## config.mk

```make
export PLATFORM = sky130hd
export DESIGN_NAME = cache_ctrl
export DESIGN_NICKNAME = d
export VERILOG_FILES = /design/src/rtl/cache_pkg.sv /design/src/rtl/cache_data_array.sv /design/src/rtl/cache_ctrl.sv
export SDC_FILE = /design/constraint.sdc
export NUM_CORES = 2
export LEC_CHECK = 0
export CORE_MARGIN = 1.5
export CORE_UTILIZATION = 40
export CTS_CLUSTER_DIAMETER = 150
export DETAILED_ROUTE_END_ITERATION = 12
export DONT_BUFFER_PORTS = 1
export GPL_TIMING_DRIVEN = 0
export HOLD_SLACK_MARGIN = 0.12
export REMOVE_ABC_BUFFERS = 1
export SYNTH_ARGS = -nofsm -noshare
export SYNTH_HDL_FRONTEND = slang
export SYNTH_SLANG_ARGS = --single-unit
```

## constraint.sdc

```tcl
create_clock -name clk -period 7.3 [get_ports clk]
set_input_delay 1.095 -clock clk [delete_from_list [all_inputs] [get_ports clk]]
set_output_delay 1.095 -clock clk [all_outputs]
set_load 0.05 [all_outputs]
```

## src/rtl/cache_pkg.sv

```systemverilog
// Shared widths, FSM state type and address field helpers for the cache controller.
package cache_pkg;

    localparam int TAG_W      = 8;
    localparam int INDEX_W    = 3;
    localparam int OFFSET_W   = 5;
    localparam int DATA_W     = 8;
    localparam int ADDR_W     = TAG_W + INDEX_W + OFFSET_W;
    localparam int LINES      = 1 << INDEX_W;
    localparam int ARR_ADDR_W = INDEX_W + OFFSET_W;

    localparam logic [OFFSET_W-1:0] LAST_OFF = {OFFSET_W{1'b1}};

    typedef enum logic [1:0] {
        IDLE      = 2'd0,
        LOOKUP    = 2'd1,
        WRITEBACK = 2'd2,
        FILL      = 2'd3
    } cache_state_t;

    function automatic logic [TAG_W-1:0] addr_tag(input logic [ADDR_W-1:0] a);
        return a[ADDR_W-1 -: TAG_W];
    endfunction

    function automatic logic [INDEX_W-1:0] addr_idx(input logic [ADDR_W-1:0] a);
        return a[OFFSET_W +: INDEX_W];
    endfunction

    function automatic logic [OFFSET_W-1:0] addr_off(input logic [ADDR_W-1:0] a);
        return a[OFFSET_W-1:0];
    endfunction

endpackage

```

## src/rtl/cache_data_array.sv

```systemverilog
// 256x8 single-port line storage: synchronous write, combinational read at the same address.
module cache_data_array
    import cache_pkg::*;
(
    input  logic                  clk,
    input  logic                  we,
    input  logic [ARR_ADDR_W-1:0] addr,
    input  logic [DATA_W-1:0]     wdata,
    output logic [DATA_W-1:0]     rdata
);

    logic [DATA_W-1:0] mem_r [0:(1 << ARR_ADDR_W)-1];

    // Byte write port
    always_ff @(posedge clk) begin
        if (we) begin
            mem_r[addr] <= wdata;
        end
    end

    assign rdata = mem_r[addr];

endmodule

```

## src/rtl/cache_ctrl.sv

```systemverilog
// Direct-mapped write-back cache controller: hit service, dirty write-back and
// line fill over a byte-serial memory handshake.
module cache_ctrl
    import cache_pkg::*;
(
    input  logic              clk,
    input  logic              rst,
    input  logic [ADDR_W-1:0] cpu_addr,
    input  logic              cpu_wr_rd,
    input  logic              cpu_cs,
    input  logic [DATA_W-1:0] cpu_din,
    output logic [DATA_W-1:0] cpu_dout,
    output logic              cpu_rdy,
    output logic [ADDR_W-1:0] mem_addr,
    output logic              mem_wr_rd,
    output logic              mem_cs,
    output logic [DATA_W-1:0] mem_dout,
    input  logic [DATA_W-1:0] mem_din,
    input  logic              mem_ack
);

    cache_state_t        state_r, state_nxt_s;
    logic [OFFSET_W-1:0] k_r, k_nxt_s, k_inc_s;
    logic [ADDR_W-1:0]   req_addr_r;
    logic                req_wr_r;
    logic [DATA_W-1:0]   req_din_r;
    logic [TAG_W-1:0]    tag_r [LINES];
    logic [LINES-1:0]    valid_r, dirty_r;

    logic                cpu_rdy_r, cpu_rdy_nxt_s;
    logic [DATA_W-1:0]   cpu_dout_r, cpu_dout_nxt_s;
    logic                mem_cs_r, mem_cs_nxt_s;
    logic                mem_wr_rd_r, mem_wr_rd_nxt_s;
    logic [ADDR_W-1:0]   mem_addr_r, mem_addr_nxt_s;
    logic [DATA_W-1:0]   mem_dout_r, mem_dout_nxt_s;

    logic [TAG_W-1:0]    req_tag_s;
    logic [INDEX_W-1:0]  req_idx_s;
    logic [OFFSET_W-1:0] req_off_s;
    logic                hit_s;
    logic                accept_s, set_dirty_s, fill_done_s;
    logic                arr_we_s;
    logic [ARR_ADDR_W-1:0] arr_addr_s;
    logic [DATA_W-1:0]   arr_wdata_s, arr_rdata_s;

    assign req_tag_s = addr_tag(req_addr_r);
    assign req_idx_s = addr_idx(req_addr_r);
    assign req_off_s = addr_off(req_addr_r);
    assign hit_s     = valid_r[req_idx_s] && (tag_r[req_idx_s] == req_tag_s);
    assign k_inc_s   = k_r + 5'd1;

    cache_data_array u_data (
        .clk   (clk),
        .we    (arr_we_s & ~rst),
        .addr  (arr_addr_s),
        .wdata (arr_wdata_s),
        .rdata (arr_rdata_s)
    );

    // Next-state, next-output and data-array port control
    always_comb begin
        state_nxt_s     = state_r;
        k_nxt_s         = k_r;
        cpu_rdy_nxt_s   = cpu_rdy_r;
        cpu_dout_nxt_s  = cpu_dout_r;
        mem_cs_nxt_s    = mem_cs_r;
        mem_wr_rd_nxt_s = mem_wr_rd_r;
        mem_addr_nxt_s  = mem_addr_r;
        mem_dout_nxt_s  = mem_dout_r;
        accept_s        = 1'b0;
        set_dirty_s     = 1'b0;
        fill_done_s     = 1'b0;
        arr_we_s        = 1'b0;
        arr_addr_s      = {req_idx_s, req_off_s};
        arr_wdata_s     = req_din_r;
        case (state_r)
            IDLE: begin
                if (cpu_cs) begin
                    accept_s      = 1'b1;
                    state_nxt_s   = LOOKUP;
                    cpu_rdy_nxt_s = 1'b0;
                end else begin
                    cpu_rdy_nxt_s = 1'b1;
                end
            end
            LOOKUP: begin
                if (hit_s) begin
                    state_nxt_s   = IDLE;
                    cpu_rdy_nxt_s = 1'b1;
                    if (req_wr_r) begin
                        arr_we_s    = 1'b1;
                        set_dirty_s = 1'b1;
                    end else begin
                        cpu_dout_nxt_s = arr_rdata_s;
                    end
                end else begin
                    // Point the read port at byte 0 so the first write-back byte is ready
                    arr_addr_s   = {req_idx_s, 5'd0};
                    k_nxt_s      = 5'd0;
                    mem_cs_nxt_s = 1'b1;
                    if (valid_r[req_idx_s] && dirty_r[req_idx_s]) begin
                        state_nxt_s     = WRITEBACK;
                        mem_wr_rd_nxt_s = 1'b1;
                        mem_addr_nxt_s  = {tag_r[req_idx_s], req_idx_s, 5'd0};
                        mem_dout_nxt_s  = arr_rdata_s;
                    end else begin
                        state_nxt_s     = FILL;
                        mem_wr_rd_nxt_s = 1'b0;
                        mem_addr_nxt_s  = {req_tag_s, req_idx_s, 5'd0};
                    end
                end
            end
            WRITEBACK: begin
                arr_addr_s = {req_idx_s, k_inc_s};
                if (mem_ack) begin
                    if (k_r == LAST_OFF) begin
                        state_nxt_s     = FILL;
                        k_nxt_s         = 5'd0;
                        mem_wr_rd_nxt_s = 1'b0;
                        mem_addr_nxt_s  = {req_tag_s, req_idx_s, 5'd0};
                    end else begin
                        k_nxt_s        = k_inc_s;
                        mem_addr_nxt_s = {tag_r[req_idx_s], req_idx_s, k_inc_s};
                        mem_dout_nxt_s = arr_rdata_s;
                    end
                end else begin
                    k_nxt_s = k_r;
                end
            end
            FILL: begin
                arr_addr_s  = {req_idx_s, k_r};
                arr_wdata_s = mem_din;
                if (mem_ack) begin
                    arr_we_s = 1'b1;
                    if (k_r == LAST_OFF) begin
                        fill_done_s  = 1'b1;
                        state_nxt_s  = LOOKUP;
                        k_nxt_s      = 5'd0;
                        mem_cs_nxt_s = 1'b0;
                    end else begin
                        k_nxt_s        = k_inc_s;
                        mem_addr_nxt_s = {req_tag_s, req_idx_s, k_inc_s};
                    end
                end else begin
                    k_nxt_s = k_r;
                end
            end
            default: begin
                state_nxt_s   = IDLE;
                cpu_rdy_nxt_s = 1'b1;
                mem_cs_nxt_s  = 1'b0;
            end
        endcase
    end

    // State, counter, request latch, line metadata and registered outputs
    always_ff @(posedge clk) begin
        if (rst) begin
            state_r     <= IDLE;
            k_r         <= 5'd0;
            req_addr_r  <= 16'd0;
            req_wr_r    <= 1'b0;
            req_din_r   <= 8'd0;
            valid_r     <= 8'd0;
            dirty_r     <= 8'd0;
            cpu_rdy_r   <= 1'b1;
            cpu_dout_r  <= 8'd0;
            mem_cs_r    <= 1'b0;
            mem_wr_rd_r <= 1'b0;
            mem_addr_r  <= 16'd0;
            mem_dout_r  <= 8'd0;
            for (int i = 0; i < LINES; i++) begin
                tag_r[i] <= 8'd0;
            end
        end else begin
            state_r     <= state_nxt_s;
            k_r         <= k_nxt_s;
            cpu_rdy_r   <= cpu_rdy_nxt_s;
            cpu_dout_r  <= cpu_dout_nxt_s;
            mem_cs_r    <= mem_cs_nxt_s;
            mem_wr_rd_r <= mem_wr_rd_nxt_s;
            mem_addr_r  <= mem_addr_nxt_s;
            mem_dout_r  <= mem_dout_nxt_s;
            if (accept_s) begin
                req_addr_r <= cpu_addr;
                req_wr_r   <= cpu_wr_rd;
                req_din_r  <= cpu_din;
            end
            if (set_dirty_s) begin
                dirty_r[req_idx_s] <= 1'b1;
            end
            if (fill_done_s) begin
                tag_r[req_idx_s]   <= req_tag_s;
                valid_r[req_idx_s] <= 1'b1;
                dirty_r[req_idx_s] <= 1'b0;
            end
        end
    end

    assign cpu_rdy   = cpu_rdy_r;
    assign cpu_dout  = cpu_dout_r;
    assign mem_cs    = mem_cs_r;
    assign mem_wr_rd = mem_wr_rd_r;
    assign mem_addr  = mem_addr_r;
    assign mem_dout  = mem_dout_r;

endmodule

```

# After elaboration in Yosys (flattened, before gate mapping)

Memories as Yosys holds them, arrays and structs flattened. A register that Yosys moved wholly into a read port is not among the register bits.
Cells that the tools add are included.
Widths: inputs -> output; s select.

Register bits: 83
Memory bits (writable): 2112
Output and inout port bits: 35
Input port bits: 37
Memories kept: 2

$lt $le $gt $ge: 2
Equal/unequal tests: 16
Multiplexer cells: 68
Add/subtract/negate cells: 1
Bitwise logic cells: 7
Reductions and logical operators: 19

Memory list:

| memory       | words | bits a word | read ports | clocked after memory_dff | write ports | line                   | source |
|---|---|---|---|---|---|---|---|
| u_data.mem_r | 256   | 8           | 1          | 0                        | 1           | cache_data_array.sv:12 | `logic [DATA_W-1:0] mem_r [0:(1 << ARR_ADDR_W)-1];` |
| tag_r        | 8     | 8           | 1          | 1                        | 8           | cache_ctrl.sv:27       | `logic [TAG_W-1:0] tag_r [LINES];` |

Operators with widths:

| cell                | number |
|---|---|
| $mux 16             | 6 |
| $mux 8              | 9 |
| $pmux 16 s3         | 1 |
| $mux 1              | 28 |
| $mux 5              | 4 |
| $ne 2x2->1 const B  | 10 |
| $or 8x8->8          | 2 |
| $pmux 8 s2          | 1 |
| $pmux 5 s3          | 1 |
| $reduce_and 5->1    | 3 |
| $mux 2              | 6 |
| $pmux 5 s2          | 1 |
| $mux 3              | 3 |
| $and 8x8->8         | 1 |
| $eq 8x8->1          | 1 |
| $not 8->8           | 1 |
| $pmux 1 s2          | 4 |
| $pmux 2 s4          | 1 |
| $reduce_and 4->1    | 2 |
| $reduce_bool 2->1   | 4 |
| $reduce_or 8->1     | 1 |
| $bmux 1 s3          | 2 |
| $reduce_and 3->1    | 2 |
| $add 5x1->5 const B | 1 |
| 14 further kinds    | 18 |

# Longest topological paths before layout

Depth in word-level cells: 9
Depth in mapped cells: 19
Gate-level depth less buffers: 14

# By module

A second synthesis with hierarchy kept.

Cells, all modules: 4206
Area, all modules: 85283.0 um^2

Modules (own cells, without submodules):

| module           | instances | cells each | area an instance (um^2) |
|---|---|---|---|
| cache_data_array | 1         | 3539       | 78332.6 |
| cache_ctrl       | 1         | 667        | 6950.4 |

# Worst setup path after synthesis

OpenSTA, ideal clock, no wires.

Path kind: register to register
Start point: reg with a tool-made name
End point: mem u_data.mem_r[154][0], enable pin
Slack: 2.929 ns
Stages on the path, launching flop included: 14
Required time: 6.905 ns
Arrival: 3.976 ns
Library setup time: 0.395 ns
Path buffers: 3
Period minus slack after synthesis: 4.371 ns
Cells stage by stage: dfxtp_1 buf_6 mux4_2 mux2i_4 xor2_1 o221a_2 and4_1 buf_2 and2_1 buf_2 a21oi_1 nor2_1 nand3_1 nor4_1

RTL lines:

| element       | line |
|---|---|
| end, declared | cache_data_array.sv:12 |

# Worst setup path after layout

Start point: reg req_addr_r[5]
End point: reg cpu_dout_r[7] (netlist: cpu_dout[7])

Longest elaborated chain between the ends: 6
Elaborated cells on any way between the ends: 7
Those cells by class: mux: 4; reduce/logical: 2; memory: 1

Ends and longest elaborated chain:

| element                      | line              | source |
|---|---|---|
| start, declared              | cache_ctrl.sv:24  | `logic [ADDR_W-1:0] req_addr_r;` |
| start signal, assigned       | cache_ctrl.sv:185 | `req_addr_r <= cpu_addr;` |
| $bmux 1 s3                   | cache_ctrl.sv:49  | `assign hit_s = valid_r[req_idx_s] && (tag_r[req_idx_s] == req_tag_s);` |
| $mux 1 (implied by the code) | cache_ctrl.sv:49  |  |
| $logic_and 1x1->1            | cache_ctrl.sv:49  |  |
| $mux 5                       | cache_ctrl.sv:87  | `if (hit_s) begin` |
| $pmux 5 s3                   | cache_ctrl.sv:76  | `case (state_r)` |
| $mem_v2 256x8                | n/a               |  |
| end signal, assigned         | cache_ctrl.sv:179 | `cpu_dout_r <= cpu_dout_nxt_s;` |
| end, declared                | cache_ctrl.sv:31  | `logic [DATA_W-1:0] cpu_dout_r, cpu_dout_nxt_s;` |

Parallel ways exist; a longest one is shown, timed or not. The select of a mux whose other input is x is not followed.
A chain may end at the register's enable or synchronous reset.

==> impl_metrics.toml <==
[cts]
htreeDepth = 4
clk_pin_slew_ps = 60
cts_tree = "done"
clock_latency_ps = 860
root_buffer = "clkbuf_16"
hold_buffers = 0
clock_path_buffers = 3
cts_made_buffers = 214
cts.sinks = 2198

[sta]
fin_crit_sh_pct = 93.6
maxSlewViolCount = 0
worst_slew_pin_slew_ps = 1470
min_period_ps = 6830
fmax_mhz = 146
finalHoldViolations = 0
fin_skew_ps = 58.3
rsz0062_at_grt = "no"
relSlewSlack_pct = 1.36
fin_setup_tns_ps = 0
finalSetupViolations = 0

[power_and_ir_drop]
p_sw_w = 0.0102
power_switching_share_pct = 31.0
power_w = 0.0329
seq_power_share_pct = 44.0
power_density_mw_per_mm2 = 328
p_leak_nw = 33.4
peakVddDrop_uv = 259
p_int_w = 0.0227
combPwrFrac_pct = 23.5
power_frac_clock_pct = 32.5

[logic_synthesis]
synth_edf_count = 2112
yosys.area.top_type = "edfxtp_1"
synth_top_area_share_pct = 71.6
netlist_area_sq_mm = 0.0886
synth_cells = 6707
ys_types = 82
yosysWarnings = 0
async_flop_share_pct = 0
synth_area_leaders = "edfxtp_1, nand2_1, nand3_1, mux2i_1, dfxtp_1"
synth_area_per_cell_sq_um = 13.2
synth_ff_type = "edfxtp_1"
synth-seq-area-share_pct = 73.6
ys_ff_latch = 2198

[placed_design]
place_hpwl_um = 151000
place_area_sq_mm = 0.0937
io_buffers = 0
place_congestion = 0.821
place_inst = 9382

[die]
start_util_pct = 40.3
dieWidth_um = 474
pin_count = 72
die_h_um = 474
std_cell_rows = 172
dieArea_sq_mm = 0.224
coreArea_sq_mm = 0.220

[drt]
postRouteAntennaNets = 0
vias = 55700
route.detailed.drc = 0
wl_per_cell_um = 25.0
first_iter_violations = 6391
vias_per_cell = 5.70
routed_wl_um = 244000
first_pass_iters = 8

[critical_path]
crit_path_start_kind = "flip-flop"
path_max_fanout = 52
r2r_slack_ps = 470
criticalPathCategory = "flip-flop to flip-flop"
crit_top_cell = "buf_6"
worstPathArrival_ps = 7630
reg2reg_depth = 19
r2r-end = "cpu_dout[7]$_SDFFE_PP0P_"
cpLargestDelayFamily = "compound AO/OA/AOI/OAI gates"
required_ps = 8100
r2r_start = "req_addr_r[5]$_SDFFE_PP0P_"
crit_buf_inv = 9
critPathCapture = "cpu_dout[7]$_SDFFE_PP0P_"
path_cells = "inv_4 -> mux2i_1 -> a2111o_1 -> o41ai_4 -> buf_8 -> buf_8 -> buf_6 -> buf_6 -> buf_6 -> buf_6 -> buf_6 -> buf_6 -> nand2_1 -> a31oi_1 -> a32oi_1 -> a31oi_1 -> a21boi_0 -> o32a_1 -> a32o_1"
slowest_delay_ps = 960
crit_path_top_delay_cell = "dfxtp_4"
crit_cells = 19
critPathLaunch = "req_addr_r[5]$_SDFFE_PP0P_"
end_kind = "flip-flop"

[layout]
final.fill_count = 19300
nets = 6687
stdcell_count = 9774
drive_gt1_share_pct = 8.26
syn2layout_area_growth_pct = 13.4
final_area_sq_mm = 0.100

[status]
violations = "max-capacitance violations"
run_status = "complete, but fails checks"

[global_routing]
antenna_found_initial = 5
track_usage_pct = 21.3
grt_pass1_wl_um = 357000
grt_pass1_vias = 52700
grt_remaining_overflow = 0
grt_max_degree = 136

[min_path]
min_path_type = "input port to flip-flop"

[flow_run]
max_cap_violations = 1
[routing by layer]
metal / GRT usage [%] / vias to the layer above / wire [um]
li1: - / 24900 / -
met2: 33.7 / 2392 / 114000
met3: 3.43 / 397 / 19700
met5: 0 / - / 47
met4: 7.47 / 6 / 8350
met1: 29.8 / 28000 / 102000
[cells in the final DEF (no fill, tap or decap), types with 15 or more instances in the layout]
| master | instances |
|---|---|
| buf_6 | 44 |
| a32o_1 | 15 |
| clkinv_2 | 33 |
| nand3_1 | 629 |
| a221o_1 | 18 |
| inv_1 | 18 |
| a221oi_1 | 17 |
| a21o_1 | 17 |
| edfxtp_1 | 2112 |
| mux2i_1 | 233 |
| nor3_1 | 67 |
| nor4_1 | 20 |
| clkbuf_1 | 51 |
| a31oi_1 | 233 |
| buf_12 | 53 |
| a22o_1 | 21 |
| a211oi_1 | 17 |
| nand4_1 | 38 |
| and2_1 | 27 |
| o221ai_1 | 18 |
| a22oi_1 | 58 |
| a32oi_1 | 74 |
| o32ai_1 | 24 |
| o211ai_1 | 25 |
| a21oi_1 | 161 |
| clkinv_1 | 48 |
| buf_8 | 44 |
| buf_16 | 34 |
| nand2_1 | 1669 |
| o21ai_0 | 56 |
| nor2_1 | 321 |
| dfxtp_1 | 84 |
| clkbuf_16 | 218 |
| o32a_1 | 15 |
| o22ai_1 | 35 |
[repair_timing]
action	CTS	global route
gates resized for setup	2	5
pin swaps	1	1
endpoints found under the setup margin	1923	136
buffers inserted	1	2
[how the worst min path moves through the flow]
stage | startpoint | to | slack (ps) | depth (start not counted)
2_1_floorplan | valid_r[4]$_SDFFE_PP0P_ | valid_r[4]$_SDFFE_PP0P_ | 420 | 1
3_3_place_gp | valid_r[1]$_SDFFE_PP0P_ | valid_r[1]$_SDFFE_PP0P_ | 430 | 1
3_5_place_dp | valid_r[1]$_SDFFE_PP0P_ | valid_r[1]$_SDFFE_PP0P_ | 440 | 1
4_1_cts | rst | valid_r[5]$_SDFFE_PP0P_ | 260 | 1
5_1_grt | rst | req_addr_r[11]$_SDFFE_PP0P_ | 280 | 1
6_report | rst | req_addr_r[5]$_SDFFE_PP0P_ | 320 | 1
[final cells by class]
type	count	area [sq um]	share of cell area [%]
well taps	2958	3700	3.68
flip-flops and latches	2198	65100	64.9
clock buffers	280	5800	5.77
clock inverters	106	906	0.902
multi-input cells	4028	21600	21.5
inverters	21	81.3	0.0810
diodes	2	5.00	0.00498
repair buffers	181	3200	3.18
[state kept, by name, summed over array words and instances, names as in the netlist, named ones only]
name and count:
req_addr_r 16, u_data.mem_r 2048, valid_r 8, k_r 5, req_din_r 8, cpu_dout 8, tag_r 64, mem_dout 8
mem_wr_rd 1, state_r 2, mem_cs 1, cpu_rdy 1, req_wr_r 1, mem_addr 16, dirty_r 8
[synthesized netlist by cell type (all sizes together), types with 6 or more instances]
cell     instances
edfxtp        2112
nand2         1675
nand3          640
nor2           328
buf            273
mux2i          235
a31oi          233
clkbuf         187
a21oi          161
dfxtp           86
a32oi           74
nor3            71
o21ai           68
a22oi           58
nand4           39
o22ai           35
nor4            31
and2            28
mux2            25
o211ai          25
o32ai           24
a22o            21
o221ai          19
a221o           18
a221oi          18
inv             18
a211oi          17
a21o            17
a32o            15
o32a            15
nor2b           14
o31ai           12
a21boi          10
a2111oi          9
a41oi            8
o22a             8
o2111a           7
o2bb2ai          7
o311a            7
ha               6
[power groups by stage]
stage | clock network [W] | registers, W | logic, W
2_1_floorplan | 0 | 0.0148 | 0.00745
3_3_place_gp | 0 | 0.0149 | 0.00971
3_5_place_dp | 0 | 0.0148 | 0.00770
4_1_cts | 0.0108 | 0.0145 | 0.00773
5_1_grt | 0.0113 | 0.0145 | 0.00834
6_report | 0.0107 | 0.0145 | 0.00775
[through the flow]
stage                     hold slack (ps)  setup WS, ps  utilization [%]
after floorplan                       421        -26880                -
after global placement                431        -58050             41.0
after detailed placement              441         -1000             42.6
after CTS                             258          13.0             45.6
after global routing                  277           324             45.7
final                                 319           468             45.7
[cell families after synthesis]
logic type	share of synthesized area (%)
adder cells (fa/ha/maj)	0.0848
AO/OA/AOI/OAI	7.20
XOR/XNOR	0.0297
AND/OR/NAND/NOR	13.5
flip-flops	73.6
multiplexers	3.09
buffers and inverters	2.50
Note: power is estimated with default switching activity, not from simulation.
